`config.mk`:
```
export PLATFORM = sky130hd
export DESIGN_NAME = serial_frame_rx
export DESIGN_NICKNAME = d
export VERILOG_FILES = /design/src/rtl/serial_frame_rx_pkg.sv /design/src/rtl/out_buffer_1deep.sv /design/src/rtl/serial_frame_rx.sv
export SDC_FILE = /design/constraint.sdc
export NUM_CORES = 1
export LEC_CHECK = 0
export ABC_AREA = 1
export CAP_MARGIN = 20
export CELL_PAD_IN_SITES_DETAIL_PLACEMENT = 1
export CELL_PAD_IN_SITES_GLOBAL_PLACEMENT = 1
export CORE_AREA = 4 4 50 52
export DETAILED_ROUTE_END_ITERATION = 8
export DIE_AREA = 0 0 54 56
export GPL_TIMING_DRIVEN = 0
export PLACE_DENSITY_LB_ADDON = 0.1
export SYNTH_ARGS = -nofsm -noshare
export SYNTH_HDL_FRONTEND = slang
export SYNTH_SLANG_ARGS = --single-unit
```
`constraint.sdc`:
```
create_clock -name clk -period 1 [get_ports clk]
set_input_delay 0.2 -clock clk [delete_from_list [all_inputs] [get_ports clk]]
set_output_delay 0.2 -clock clk [all_outputs]
set_load 0.02 [all_outputs]
```
`src/rtl/serial_frame_rx_pkg.sv`:
```
// Shared line-level constants and receiver state encoding; also used by the
// matching serializer so both ends agree on idle and start levels.
package serial_frame_rx_pkg;

    localparam logic IDLE_LEVEL  = 1'b1;
    localparam logic START_LEVEL = 1'b0;

    localparam logic [1:0] ST_IDLE      = 2'd0;
    localparam logic [1:0] ST_DATA      = 2'd1;
    localparam logic [1:0] ST_STOP      = 2'd2;
    localparam logic [1:0] ST_WAIT_HIGH = 2'd3;

    typedef enum logic [1:0] {
        IDLE      = ST_IDLE,
        DATA      = ST_DATA,
        STOP      = ST_STOP,
        WAIT_HIGH = ST_WAIT_HIGH
    } rx_state_e;

endpackage

```
`src/rtl/out_buffer_1deep.sv`:
```
// Single-entry valid/ready holding register; a load that finds the entry
// occupied and not draining is dropped and flagged as an overrun pulse.
module out_buffer_1deep #(
    parameter int N = 4
) (
    input  logic         clk,
    input  logic         reset,
    input  logic         load,
    input  logic [N-1:0] load_data,
    input  logic         out_ready,
    output logic [N-1:0] out_data,
    output logic         out_valid,
    output logic         overrun
);

    logic [N-1:0] data_q, data_d;
    logic         valid_q, valid_d;
    logic         overrun_q, overrun_d;
    logic         can_load;

    always_comb begin
        data_d    = data_q;
        valid_d   = valid_q;
        overrun_d = 1'b0;
        // The entry is reusable if empty or being consumed on this very edge.
        can_load  = !valid_q || out_ready;

        if (valid_q && out_ready) begin
            valid_d = 1'b0;
        end
        if (load) begin
            if (can_load) begin
                data_d  = load_data;
                valid_d = 1'b1;
            end else begin
                overrun_d = 1'b1;
            end
        end
    end

    always_ff @(posedge clk or posedge reset) begin
        if (reset) begin
            data_q    <= '0;
            valid_q   <= 1'b0;
            overrun_q <= 1'b0;
        end else begin
            data_q    <= data_d;
            valid_q   <= valid_d;
            overrun_q <= overrun_d;
        end
    end

    assign out_data  = data_q;
    assign out_valid = valid_q;
    assign overrun   = overrun_q;

endmodule

```
`src/rtl/serial_frame_rx.sv`:
```
// LSB-first serial frame receiver: start bit, N data bits, stop bit, with the
// assembled word presented on a one-deep valid/ready buffer.
module serial_frame_rx
    import serial_frame_rx_pkg::*;
#(
    parameter int N     = 4,
    parameter int CNT_W = $clog2(N)
) (
    input  logic         clk,
    input  logic         reset,
    input  logic         serial_in,
    input  logic         bit_en,
    output logic [N-1:0] out_data,
    output logic         out_valid,
    input  logic         out_ready,
    output logic         frame_err,
    output logic         overrun,
    output logic         busy
);

    rx_state_e          state_q, state_d;
    logic [CNT_W-1:0]   cnt_q, cnt_d;
    logic [N-1:0]       sreg_q, sreg_d;
    logic               frame_err_q, frame_err_d;
    logic               busy_q;
    logic               load;

    always_comb begin
        state_d     = state_q;
        cnt_d       = cnt_q;
        sreg_d      = sreg_q;
        frame_err_d = 1'b0;
        load        = 1'b0;

        if (bit_en) begin
            unique case (state_q)
                IDLE: begin
                    if (serial_in == START_LEVEL) begin
                        state_d = DATA;
                        cnt_d   = '0;
                    end
                end
                DATA: begin
                    sreg_d = {serial_in, sreg_q[N-1:1]};
                    if (cnt_q == CNT_W'(N - 1)) begin
                        state_d = STOP;
                        cnt_d   = '0;
                    end else begin
                        cnt_d = cnt_q + 1'b1;
                    end
                end
                STOP: begin
                    if (serial_in == IDLE_LEVEL) begin
                        load    = 1'b1;
                        state_d = IDLE;
                    end else begin
                        frame_err_d = 1'b1;
                        state_d     = WAIT_HIGH;
                    end
                end
                WAIT_HIGH: begin
                    // A stuck-low line must not be mistaken for fresh start bits.
                    if (serial_in == IDLE_LEVEL) begin
                        state_d = IDLE;
                    end
                end
                default: state_d = IDLE;
            endcase
        end
    end

    always_ff @(posedge clk or posedge reset) begin
        if (reset) begin
            state_q     <= IDLE;
            cnt_q       <= '0;
            sreg_q      <= '0;
            frame_err_q <= 1'b0;
            busy_q      <= 1'b0;
        end else begin
            state_q     <= state_d;
            cnt_q       <= cnt_d;
            sreg_q      <= sreg_d;
            frame_err_q <= frame_err_d;
            busy_q      <= (state_d != IDLE);
        end
    end

    out_buffer_1deep #(
        .N(N)
    ) u_out_buffer (
        .clk       (clk),
        .reset     (reset),
        .load      (load),
        .load_data (sreg_q),
        .out_ready (out_ready),
        .out_data  (out_data),
        .out_valid (out_valid),
        .overrun   (overrun)
    );

    assign frame_err = frame_err_q;
    assign busy      = busy_q;

endmodule

```
==> results.yml <==
clocking:
  cts-root-buf: "clkbuf_4"
  clkSinkCount: 16
  cts_buffers: 3
  clkLatencyLatePin_ps: 290
  tritoncts: "built"
  htree_levels: 1
  clockBufferDepth: 2
  clkSlewWorstSetupHoldPaths_ps: 100
  cts_hold_buffers: 0
sta:
  period_share: 1.03
  worstMarginPinSlew_ps: 610
  max_freq_mhz: 969
  hold_slack_ps: 221
  slew_headroom: 0.593
  hold_viol: 0
  post-route-min-period_ps: 1030
  clock_skew_ps: 2.73
  slew_violations: 0
  finalSetupTns_ps: -127
  fin_ws_ps: -32.5
  rsz0062_at_grt: "true"
  setup_viol: 5
worst_setup_path:
  start_kind: "flip-flop"
  crit_fanout: 2
  crit_path_top_delay_cell: "dfrtp_1"
  cp_data_required_time_ps: 800
  crit_type: "reg -> out"
  crit_chain: "buf_6"
  reg2reg_setup_slack_ps: 20
  worst-path-buf-inv: 1
  cp-end-kind: "primary output"
  slowest_delay_ps: 410
  critPathArrivalTime_ps: 830
  cp_top_family: "flip-flops"
detailed_routing:
  wl_um: 1460
  vias: 578
  detail-route-antenna-nets: 0
  firstDrtPassIters: 4
  viasPerCell: 4.52
  avgRoutedWirePerCell_um: 11.4
  drt-initial-drc-count: 2
  drc: 0
status:
  status: "finished with violations"
  violations: "negative setup slack"
logic_synthesis:
  ys_types: 16
  synth_area_um2: 707
  ys_ff_latch: 16
  synth_cells: 80
  synth.yosys.seq_area_share: 0.566
  ys_warn_count: 0
  syn_area_per_cell_um2: 8.84
  syn_nets: 86
power_and_ir_drop:
  p_sw_uw: 865
  power.leakage_uw: 0.000512
  pwr-share-seq: 0.438
  power-per-cell-area_nw_per_um2: 2480
  switching_share: 0.365
  clock_power_share: 0.183
  comb_power_share: 0.379
  ir_worst_vdd_uv: 1090
  internal_power_uw: 1500
grt:
  overflow: 0
  grt_use_total: 0.111
  grt-busiest-layer: "met2"
  grt_pass1_wl_um: 2420
  grt_pass1_vias: 567
  grt_use_met3: 0.0349
  met2_usage: 0.176
  antenna_found_initial: 0
  grt_use_met1: 0.131
  grt_start_max_net_pins: 17
layout:
  fin_cells: 128
  layout.cells.most_common: "nand2_1"
  most-common-layout-cells: "nand2_1, dfrtp_1, buf_6"
  n_antenna_cell: 0
  area_growth_pct: 35.2
  final_util: 0.454
  layout-drive-gt1-share: 0.320
  nNetsFinal: 107
die:
  die_height_um: 56
  die_w_um: 54
  rows: 17
  io_pins: 13
  core_um2: 2110
  die_area_um2: 3020
  start_util: 0.336
hold_path:
  hp-class: "in -> reg"
run:
  drv_cap: 0
placed_design:
  gp_congestion: 0.773
  place.port_buffers: 11
  dp.cells: 119
  place_hpwl_um: 1100
## cell families after synthesis
group | Yosys count | synth area share
buffers and inverters | 12 | 0.0708
flip-flops | 16 | 0.566
AO/OA/AOI/OAI | 4 | 0.0283
AND/OR/NAND/NOR | 47 | 0.317
adder cells (fa/ha/maj) | 1 | 0.0177
## state kept, by name, summed over array words and instances (netlist names)
register / cells
cnt_q: 2
u_out_buffer.overrun: 1
u_out_buffer.out_data: 4
state_q: 2
frame_err: 1
u_out_buffer.out_valid: 1
sreg_q: 4
busy: 1
## layout make-up
type / count / area [um2]
buffer: 1 / 7.51
clock buffer: 4 / 36.3
fill: 255 / 1150
inverter: 11 / 43.8
multi-input combinational: 52 / 274
sequential: 16 / 402
tap: 28 / 35.0
timing repair buffer: 16 / 158
## worst paths after layout
check                                                      start                              endpoint  cells past startpoint
worst max-delay path            u_out_buffer.out_valid$_DFF_PP0_                             out_valid                      1
worst min-delay path                                      bit_en                   frame_err$_DFF_PP0_                      3
worst max register to register              state_q[1]$_DFF_PP0_  u_out_buffer.out_data[3]$_DFFE_PP0P_                      5
worst min register to register              cnt_q[1]$_DFFE_PP0P_                  cnt_q[1]$_DFFE_PP0P_                      2
max in group asynchronous                                  reset                  state_q[1]$_DFF_PP0_                      2
min in group asynchronous                                  reset      u_out_buffer.out_valid$_DFF_PP0_                      2
## power groups by stage
stage	sequential [uW]	clock (uW)	combinational, uW
4_1_cts	1030	455	859
6_report	1040	433	897
3_3_place_gp	1030	0	743
2_1_floorplan	1090	0	415
5_1_grt	1060	486	1010
3_5_place_dp	1040	0	760
## synth_stat cells, drive strengths merged
cell type | n | area [um2]
clkinv | 1 | 5.00
nand3 | 8 | 45.0
nor2 | 6 | 37.5
buf | 1 | 7.51
o21ai | 4 | 20.0
nand4 | 2 | 12.5
nand2 | 31 | 129
inv | 10 | 37.5
ha | 1 | 12.5
dfrtp | 16 | 400
## per-stage QoR
| stage | power [uW] | setup WS [ps] | instance area [um2] |
|---|---|---|---|
| global route | 2560 | -74.8 | 956 |
| detailed placement | 1800 | -288 | 852 |
| floorplan | 1510 | 34.3 | 707 |
| finish | 2370 | -32.5 | 956 |
| CTS | 2340 | -37.2 | 922 |
| global placement | 1770 | -292 | 852 |
## routing by layer
layer | vias up | routed length (um)
met1 | 275 | 659
li1 | 289 | -
met2 | 10 | 707
met4 | 0 | 26
met3 | 4 | 65
met5 | - | 0
## what timing repair did
action                     CTS  global route
pin swaps                    0             2
setup endpoints to repair   16            17
cloned                       0             0
gates resized for setup     49             7
setup buffers                3             2
Note: power is estimated with default switching activity, not from simulation.
